<file path="src/rtl/mem_stage.sv">
// mem_stage: memory-access pipeline stage.
// Takes one instruction from EXE over a valid/allowin handshake and issues at most
// one data-SRAM transaction for it over a req/addr_ok/data_ok bus. Load data is
// aligned and extended, and store strobes and data are generated from the address.
// The result is passed to WB over a second valid/allowin handshake. A
// forwarding/blocking bundle goes back to ID.
//
// Ports:
//   clk, reset                  clock; asynchronous active-high reset
//   exe_to_mem_valid/mem_allowin
//                               EXE->MEM handshake
//   exe_*                       EXE payload (pc, result/address, load flag, mem
//                               controls, store data, rf write, exceptions)
//   cancel_exc_ertn             flush from WB
//   data_sram_*                 data bus: req/wr/wstrb/addr/wdata out;
//                               addr_ok/data_ok/rdata in
//   wb_allowin/mem_to_wb_valid  MEM->WB handshake
//   mem_pc, mem_final_result, mem_rf_all, mem_exc_rf
//                               WB payload
//   mem_fwd_all                 {mem_blocking, mem_rf_all, mem_final_result}
//
// Configuration: define MEM_ALE_CHECK_EN to enable the misaligned-address check
// (mem_exc_rf[2]). When it is undefined, that bit is tied to zero.
module mem_stage (
  input  logic        clk,
  input  logic        reset,
  input  logic        exe_to_mem_valid,
  output logic        mem_allowin,
  input  logic [31:0] exe_pc,
  input  logic [31:0] exe_result,
  input  logic        exe_res_from_mem,
  input  logic [7:0]  exe_mem_all,
  input  logic [31:0] exe_rkd_value,
  input  logic [5:0]  exe_rf_all,
  input  logic [1:0]  exe_exc_rf,
  input  logic        cancel_exc_ertn,
  output logic        data_sram_req,
  output logic        data_sram_wr,
  output logic [3:0]  data_sram_wstrb,
  output logic [31:0] data_sram_addr,
  output logic [31:0] data_sram_wdata,
  input  logic        data_sram_addr_ok,
  input  logic        data_sram_data_ok,
  input  logic [31:0] data_sram_rdata,
  input  logic        wb_allowin,
  output logic        mem_to_wb_valid,
  output logic [31:0] mem_pc,
  output logic [31:0] mem_final_result,
  output logic [5:0]  mem_rf_all,
  output logic [2:0]  mem_exc_rf,
  output logic [38:0] mem_fwd_all
);

  typedef enum logic [2:0] {StIdle, StReq, StWait, StDone, StDrain} state_e;

  state_e      state_q, state_d, state_new;
  logic        mem_valid_q, mem_valid_d;
  logic [31:0] pc_q, result_q, rkd_q;
  logic        res_from_mem_q;
  logic [7:0]  mem_all_q;
  logic [5:0]  rf_all_q;
  logic [1:0]  exc_q;
  logic        ale_q, ale_in;
  logic        accept;
  logic [7:0]  ld_byte;
  logic [15:0] ld_half;
  logic [31:0] load_data;

  // mem_all fields: {mem_we, ld_b, ld_h, ld_w, ld_se, st_b, st_h, st_w}
`ifdef MEM_ALE_CHECK_EN
  assign ale_in = ((exe_mem_all[5] | exe_mem_all[1]) & exe_result[0]) |
                  ((exe_mem_all[4] | exe_mem_all[0]) & (exe_result[1:0] != 2'b00));
`else
  assign ale_in = 1'b0;
`endif

  assign mem_allowin = (state_q != StDrain) &
                       (~mem_valid_q | ((state_q == StDone) & wb_allowin));
  assign accept      = exe_to_mem_valid & mem_allowin;

  // Faulting instructions skip the bus entirely.
  assign state_new = ((exe_mem_all[7] | exe_res_from_mem) & ~ale_in & (exe_exc_rf == 2'b00))
                     ? StReq : StDone;

  always_comb begin
    state_d     = state_q;
    mem_valid_d = mem_valid_q;
    unique case (state_q)
      StIdle: begin
        if (accept) begin
          state_d     = state_new;
          mem_valid_d = 1'b1;
        end
      end
      StReq:   if (data_sram_addr_ok) state_d = StWait;
      StWait:  if (data_sram_data_ok) state_d = StDone;
      StDone: begin
        if (wb_allowin) begin
          mem_valid_d = accept;
          state_d     = accept ? state_new : StIdle;
        end
      end
      StDrain: if (data_sram_data_ok) state_d = StIdle;
      default: state_d = StIdle;
    endcase
    // A flush must still swallow the response of any request the bus has accepted.
    if (cancel_exc_ertn) begin
      mem_valid_d = 1'b0;
      unique case (state_q)
        StReq:   state_d = data_sram_addr_ok ? StDrain : StIdle;
        StWait:  state_d = data_sram_data_ok ? StIdle : StDrain;
        StDrain: state_d = data_sram_data_ok ? StIdle : StDrain;
        default: state_d = StIdle;
      endcase
    end
  end

  always_comb begin
    unique case (result_q[1:0])
      2'd0:    ld_byte = data_sram_rdata[7:0];
      2'd1:    ld_byte = data_sram_rdata[15:8];
      2'd2:    ld_byte = data_sram_rdata[23:16];
      default: ld_byte = data_sram_rdata[31:24];
    endcase
    ld_half = result_q[1] ? data_sram_rdata[31:16] : data_sram_rdata[15:0];
    if (mem_all_q[6]) begin
      load_data = {{24{mem_all_q[3] & ld_byte[7]}}, ld_byte};
    end else if (mem_all_q[5]) begin
      load_data = {{16{mem_all_q[3] & ld_half[15]}}, ld_half};
    end else begin
      load_data = data_sram_rdata;
    end
  end

  always_ff @(posedge clk or posedge reset) begin
    if (reset) begin
      state_q        <= StIdle;
      mem_valid_q    <= 1'b0;
      pc_q           <= '0;
      result_q       <= '0;
      rkd_q          <= '0;
      res_from_mem_q <= 1'b0;
      mem_all_q      <= '0;
      rf_all_q       <= '0;
      exc_q          <= '0;
      ale_q          <= 1'b0;
    end else begin
      state_q     <= state_d;
      mem_valid_q <= mem_valid_d;
      if (accept) begin
        pc_q           <= exe_pc;
        result_q       <= exe_result;
        rkd_q          <= exe_rkd_value;
        res_from_mem_q <= exe_res_from_mem;
        mem_all_q      <= exe_mem_all;
        rf_all_q       <= exe_rf_all;
        exc_q          <= exe_exc_rf;
        ale_q          <= ale_in;
      end else if ((state_q == StWait) & data_sram_data_ok & res_from_mem_q) begin
        result_q <= load_data;
      end
    end
  end

  always_comb begin
    data_sram_wstrb = 4'b0000;
    data_sram_wdata = rkd_q;
    if (mem_all_q[7]) begin
      if (mem_all_q[2]) begin
        unique case (result_q[1:0])
          2'd0:    data_sram_wstrb = 4'b0001;
          2'd1:    data_sram_wstrb = 4'b0010;
          2'd2:    data_sram_wstrb = 4'b0100;
          default: data_sram_wstrb = 4'b1000;
        endcase
        data_sram_wdata = {4{rkd_q[7:0]}};
      end else if (mem_all_q[1]) begin
        data_sram_wstrb = result_q[1] ? 4'b1100 : 4'b0011;
        data_sram_wdata = {2{rkd_q[15:0]}};
      end else if (mem_all_q[0]) begin
        data_sram_wstrb = 4'b1111;
      end
    end
  end

  assign data_sram_req    = (state_q == StReq);
  assign data_sram_wr     = mem_all_q[7];
  assign data_sram_addr   = {result_q[31:2], 2'b00};
  assign mem_to_wb_valid  = mem_valid_q & (state_q == StDone);
  assign mem_pc           = pc_q;
  assign mem_final_result = result_q;
  assign mem_exc_rf       = {ale_q, exc_q};
  assign mem_rf_all       = {rf_all_q[5] & (mem_exc_rf == 3'b000), rf_all_q[4:0]};
  assign mem_fwd_all      = {mem_valid_q & res_from_mem_q & (state_q != StDone),
                             mem_rf_all, mem_final_result};

endmodule

</file>
<file path="config.mk">
export PLATFORM = sky130hd
export DESIGN_NAME = mem_stage
export DESIGN_NICKNAME = d
export VERILOG_FILES = /design/src/rtl/mem_stage.sv
export SDC_FILE = /design/constraint.sdc
export NUM_CORES = 1
export LEC_CHECK = 0
export BUFFER_PORTS_ARGS = -buffer_cell sky130_fd_sc_hd__buf_2
export CAP_MARGIN = 10
export CORE_UTILIZATION = 35
export DETAILED_ROUTE_END_ITERATION = 7
export GPL_ROUTABILITY_DRIVEN = 0
export PLACE_DENSITY_LB_ADDON = 0.12
export SLEW_MARGIN = 20
export SYNTH_ARGS = -nofsm -noshare
export SYNTH_HDL_FRONTEND = slang
export SYNTH_SLANG_ARGS = --single-unit
export TNS_END_PERCENT = 100
</file>
<file path="constraint.sdc">
create_clock -name clk -period 4.25 [get_ports clk]
set_input_delay 0.425 -clock clk [delete_from_list [all_inputs] [get_ports clk]]
set_output_delay 0.425 -clock clk [all_outputs]
set_load 0.05 [all_outputs]
</file>
[Word level (Yosys, flattened, before mapping)]
Index checks and enable logic that the tools add are counted.
Word-level totals
  output and inout bits: 184
  input bits: 152
  logic and storage cells: 77
  register bits: 117
Cells by class
  mux-type cells: 31
  eq/ne operators: 13
  bitwise logic cells: 15
  reductions and logical operators: 9
Operators by type and width (count)
  32-bit two-way mux: 7
  3-bit two-way mux: 8
  8-bit one-hot mux with 3 select lines: 1
  4-bit two-way mux: 5
  16-bit two-way mux: 1
  3-bit != test (second input constant): 5
  3-bit one-hot mux with 5 select lines: 1
  1-bit bitwise AND: 12
  4-bit one-hot mux with 3 select lines: 1
  3-bit by 2-bit == test with 1-bit output (second input constant): 2
  3-bit zero test: 2
  3-bit by 2-bit != test with 1-bit output (second input constant): 2
  3-bit one-hot mux with 2 select lines: 1
  5-bit AND reduction: 1
  2-bit zero test: 2
  2-bit two-way mux: 2
  3-bit by 1-bit == test with 1-bit output (second input constant): 1
  3-bit == test (second input constant): 1
  1-bit two-way mux: 3
  3-bit AND reduction: 1
  3-bit nonzero test: 1
  2-bit by 1-bit == test with 1-bit output (second input constant): 1
  2-bit == test (second input constant): 1
  1-bit bitwise OR: 2
  4 further kinds: 4

[Depth between registers and ports, before layout]
  depth after elaboration: 9
  depth in mapped cells: 8
  mapped depth without buffers: 4

[Worst setup path before layout]
OpenSTA, ideal clock, no wires.
  path type: register -> output
  from: register result_q[1] (netlist: mem_final_result[1])
  to: output port data_sram_wstrb[3]
  path slack: 1.417 ns
  data arrival time: 2.408 ns
  required time: 3.825 ns
  buffers on the path: 2
  stages on the path, launching flop included: 7
  cells stage by stage: dfrtp_1 > clkbuf_1 > buf_1 > nand2_1 > a21oi_1 > a31oi_1 > nor2b_1
On the way
  word-level cells in the longest chain between the ends: 4
  elaborated cells on any way between the ends: 8
  classes of those cells: eq/ne (2); mux (5); reduce/logical (1)
Ends and longest elaborated chain
  start, declared: RTL line 58  | logic [31:0] pc_q, result_q, rkd_q;
  start signal, assigned: RTL line 152  | result_q <= exe_result;
  start signal, assigned: RTL line 160  | result_q <= load_data;
  2-bit == test, or another cell as far along: RTL line 170  | unique case (result_q[1:0])
  4-bit one-hot mux with 3 select lines / 4-bit two-way mux (equally long branches): RTL line 170, 177
  4-bit two-way mux *: RTL line 169  | if (mem_all_q[2]) begin
  4-bit two-way mux *: RTL line 168  | if (mem_all_q[7]) begin
  end, declared: RTL line 39  | output logic [3:0] data_sram_wstrb,
Mark *: on every way between the ends. The rest lies on a longest branch, timed or not.

[Worst setup path after layout]
  from: register mem_all_q[7]
  to: output port data_sram_wdata[15]
On the way
  word-level cells in the longest chain between the ends: 1
Ends and longest elaborated chain
  start, declared: RTL line 60  | logic [7:0] mem_all_q;
  start signal, assigned: RTL line 155  | mem_all_q <= exe_mem_all;
  32-bit two-way mux: RTL line 168
  end, declared: RTL line 41  | output logic [31:0] data_sram_wdata,
No other way between the ends.

==> results.toml <==
[run_status]
status = "completed"

[sta]
worst_slew_pin_slew_ns = 1.09
finalCriticalPeriod_ns = 3.03
drv_slew = 0
rsz0062_at_grt = "false"
slew_headroom_pct = 27.1
setup_viol = 0
max_freq_mhz = 330
finalCritPeriodShare_pct = 71.3
final_hold_viol_count = 0
fin_setup_tns_ns = 0
skew_ns = 0.00781

[synthesis]
synth_edf_count = 0
async_flop_share_pct = 100
yosys_register_bits = 116
yosys.area.top_type = "dfrtp_1"
synth_ff_type = "dfrtp_1"
synth_cell_types = 45
netlist_area_mm2 = 0.00667
yosysTopAreaCellShare_pct = 43.5
synth.area.top_cells = "dfrtp_1 (44%), buf_4 (9.7%), mux2_2 (8.1%)"
yosysSeqAreaShare_pct = 43.5
syn_area_per_cell_um2 = 10.3
yosys_warnings = 0
syn_inst = 646

[global_routing]
grt_max_degree = 65
grt-ovfl-total = 0
grt_pass1_vias = 5158
grt_usage_pct = 19.8
grt_pass1_wl_um = 29500
antenna_found_initial = 4

[final_layout]
final_cell_mix = "buf_2 (331), dfrtp_1 (116), mux2_2 (48)"
final_net_count = 1027
nFillCells = 1843
drive_gt1_share_pct = 47.9
layout.cells.most_common = "buf_2"
area_delta_synth_final_pct = 27.4

[cts]
cts_hold_buf = 0
cts_tree = "yes"
cts-root-buf = "clkbuf_16"
cts_inserted_buffers = 17
post-cts-setup-buffer-count = 0
cts_resized = 0
clockBufferDepth = 2
clkTransAtPathRegs_ns = 0.06
clk_latency_ns = 0.42
cts_sinks = 116
cts_max_level = 4

[critical_path]
endpoint_kind = "output port"
critical_path_peak_fanout = 24
crit_required_ns = 3.83
worstPathArrival_ns = 2.60
critPathKind = "reg -> out"
start_kind = "flop"

[detailed_routing]
ant_nets = 0
via_count = 5705
drt_iter0_drc = 265
drtPass1Iterations = 4
post_drt_wl_per_cell_um = 17.6
viasPerCell = 5.08
drc = 0
wirelength_um = 19800

[worst_hold_path]
holdCritPathClass = "in -> async"

[floorplanning]
ios = 336
core_mm2 = 0.0187
dieArea_mm2 = 0.0196
die_width_um = 140
rows = 50
fp.dieH_um = 140
start_util_pct = 35.7

[run]
cap_violations = 0

[placement]
io_buffers = 331
hpwl_um = 14100
critical path: stages (launching register included):
cell	delay (ns)
dfrtp_1	0.87
nand2_1	0.64
mux2_2	0.45
buf_2	0.22
cell families (layout without fill, tap and decap cells):
kind of cell	after synthesis	after routing	share of synthesized area, %
buffers and inverters	166	406	14.9
AND/OR/NAND/NOR	113	113	7.88
other	1	5	0.0562
multiplexers	110	110	18.3
flip-flops	116	116	43.5
AO/OA/AOI/OAI	140	140	15.5
stage by stage:
| stage | hold slack (ns) | util (%) | setup slack [ns] | cells | cell area [um2] |
|---|---|---|---|---|---|
| 2_1_floorplan | 0.452 | - | 0.753 | 648 | 6680 |
| 3_3_place_gp | 0.463 | 42.1 | 1.52 | 1090 | 7870 |
| 3_5_place_dp | 0.470 | 42.1 | 1.52 | 1090 | 7870 |
| 4_1_cts | 0.200 | 45.4 | 1.21 | 1122 | 8490 |
| 5_1_grt | 0.202 | 45.4 | 1.05 | 1123 | 8500 |
| 6_report | 0.164 | 45.4 | 1.22 | 1124 | 8500 |
final timing paths:
kind                          startpoint  slack (ns)  cells after the start                    to
setup / recovery            mem_all_q[7]        1.22                      3   data_sram_wdata[15]
hold / removal                     reset        0.16                      2           rf_all_q[3]
setup reg to reg              state_q[0]        1.54                      5             mem_pc[8]
hold reg to reg               mem_pc[30]        0.48                      1            mem_pc[30]
max in group asynchronous          reset        3.13                      3  mem_final_result[26]
min in group clk           exe_rf_all[1]        0.22                      2           rf_all_q[1]
per-layer routing:
metal | vias to the layer above | GRT usage, % | share of wire, %
met5 | - | 0 | 0.066
met1 | 2779 | 25.5 | 44
li1 | 2679 | - | -
met3 | 22 | 5.44 | 6.2
met4 | 2 | 6.71 | 1.5
met2 | 223 | 32.1 | 48
state kept, by name, indices dropped and copies added, names as in the netlist:
register	cells
exc_q	2
rkd_q	32
mem_pc	32
state_q	3
mem_final_result	32
mem_all_q	7
mem_valid_q	1
rf_all_q	6
res_from_mem_q	1
cell usage after synthesis, types with 7 or more instances:
master and n:
buf_1 7, a31oi_1 9, nand3_1 11, a211oi_1 27
o21ai_0 13, clkbuf_1 28, a22oi_1 12, a21o_1 8
buf_4 86, o22ai_1 8, dfrtp_1 116, a221oi_1 25
mux2_1 46, a21oi_1 8, nand2_1 43, inv_1 34
mux2_2 48, mux2i_1 16, nor2_1 33, o211ai_1 9
layout make-up:
type | instances | area (um2) | area share (%)
tap | 234 | 293 | 3.44
clock buffer | 21 | 470 | 5.53
antenna | 2 | 5.00 | 0.0589
timing repair buffer | 340 | 1740 | 20.4
clock inverter | 11 | 150 | 1.77
sequential | 116 | 2900 | 34.1
multi-input combinational | 366 | 2810 | 33.1
inverter | 34 | 130 | 1.53
Power is left out: the tool's default activity adds up to more than one toggle a clock period on the data nets, which glitch-free logic cannot reach.
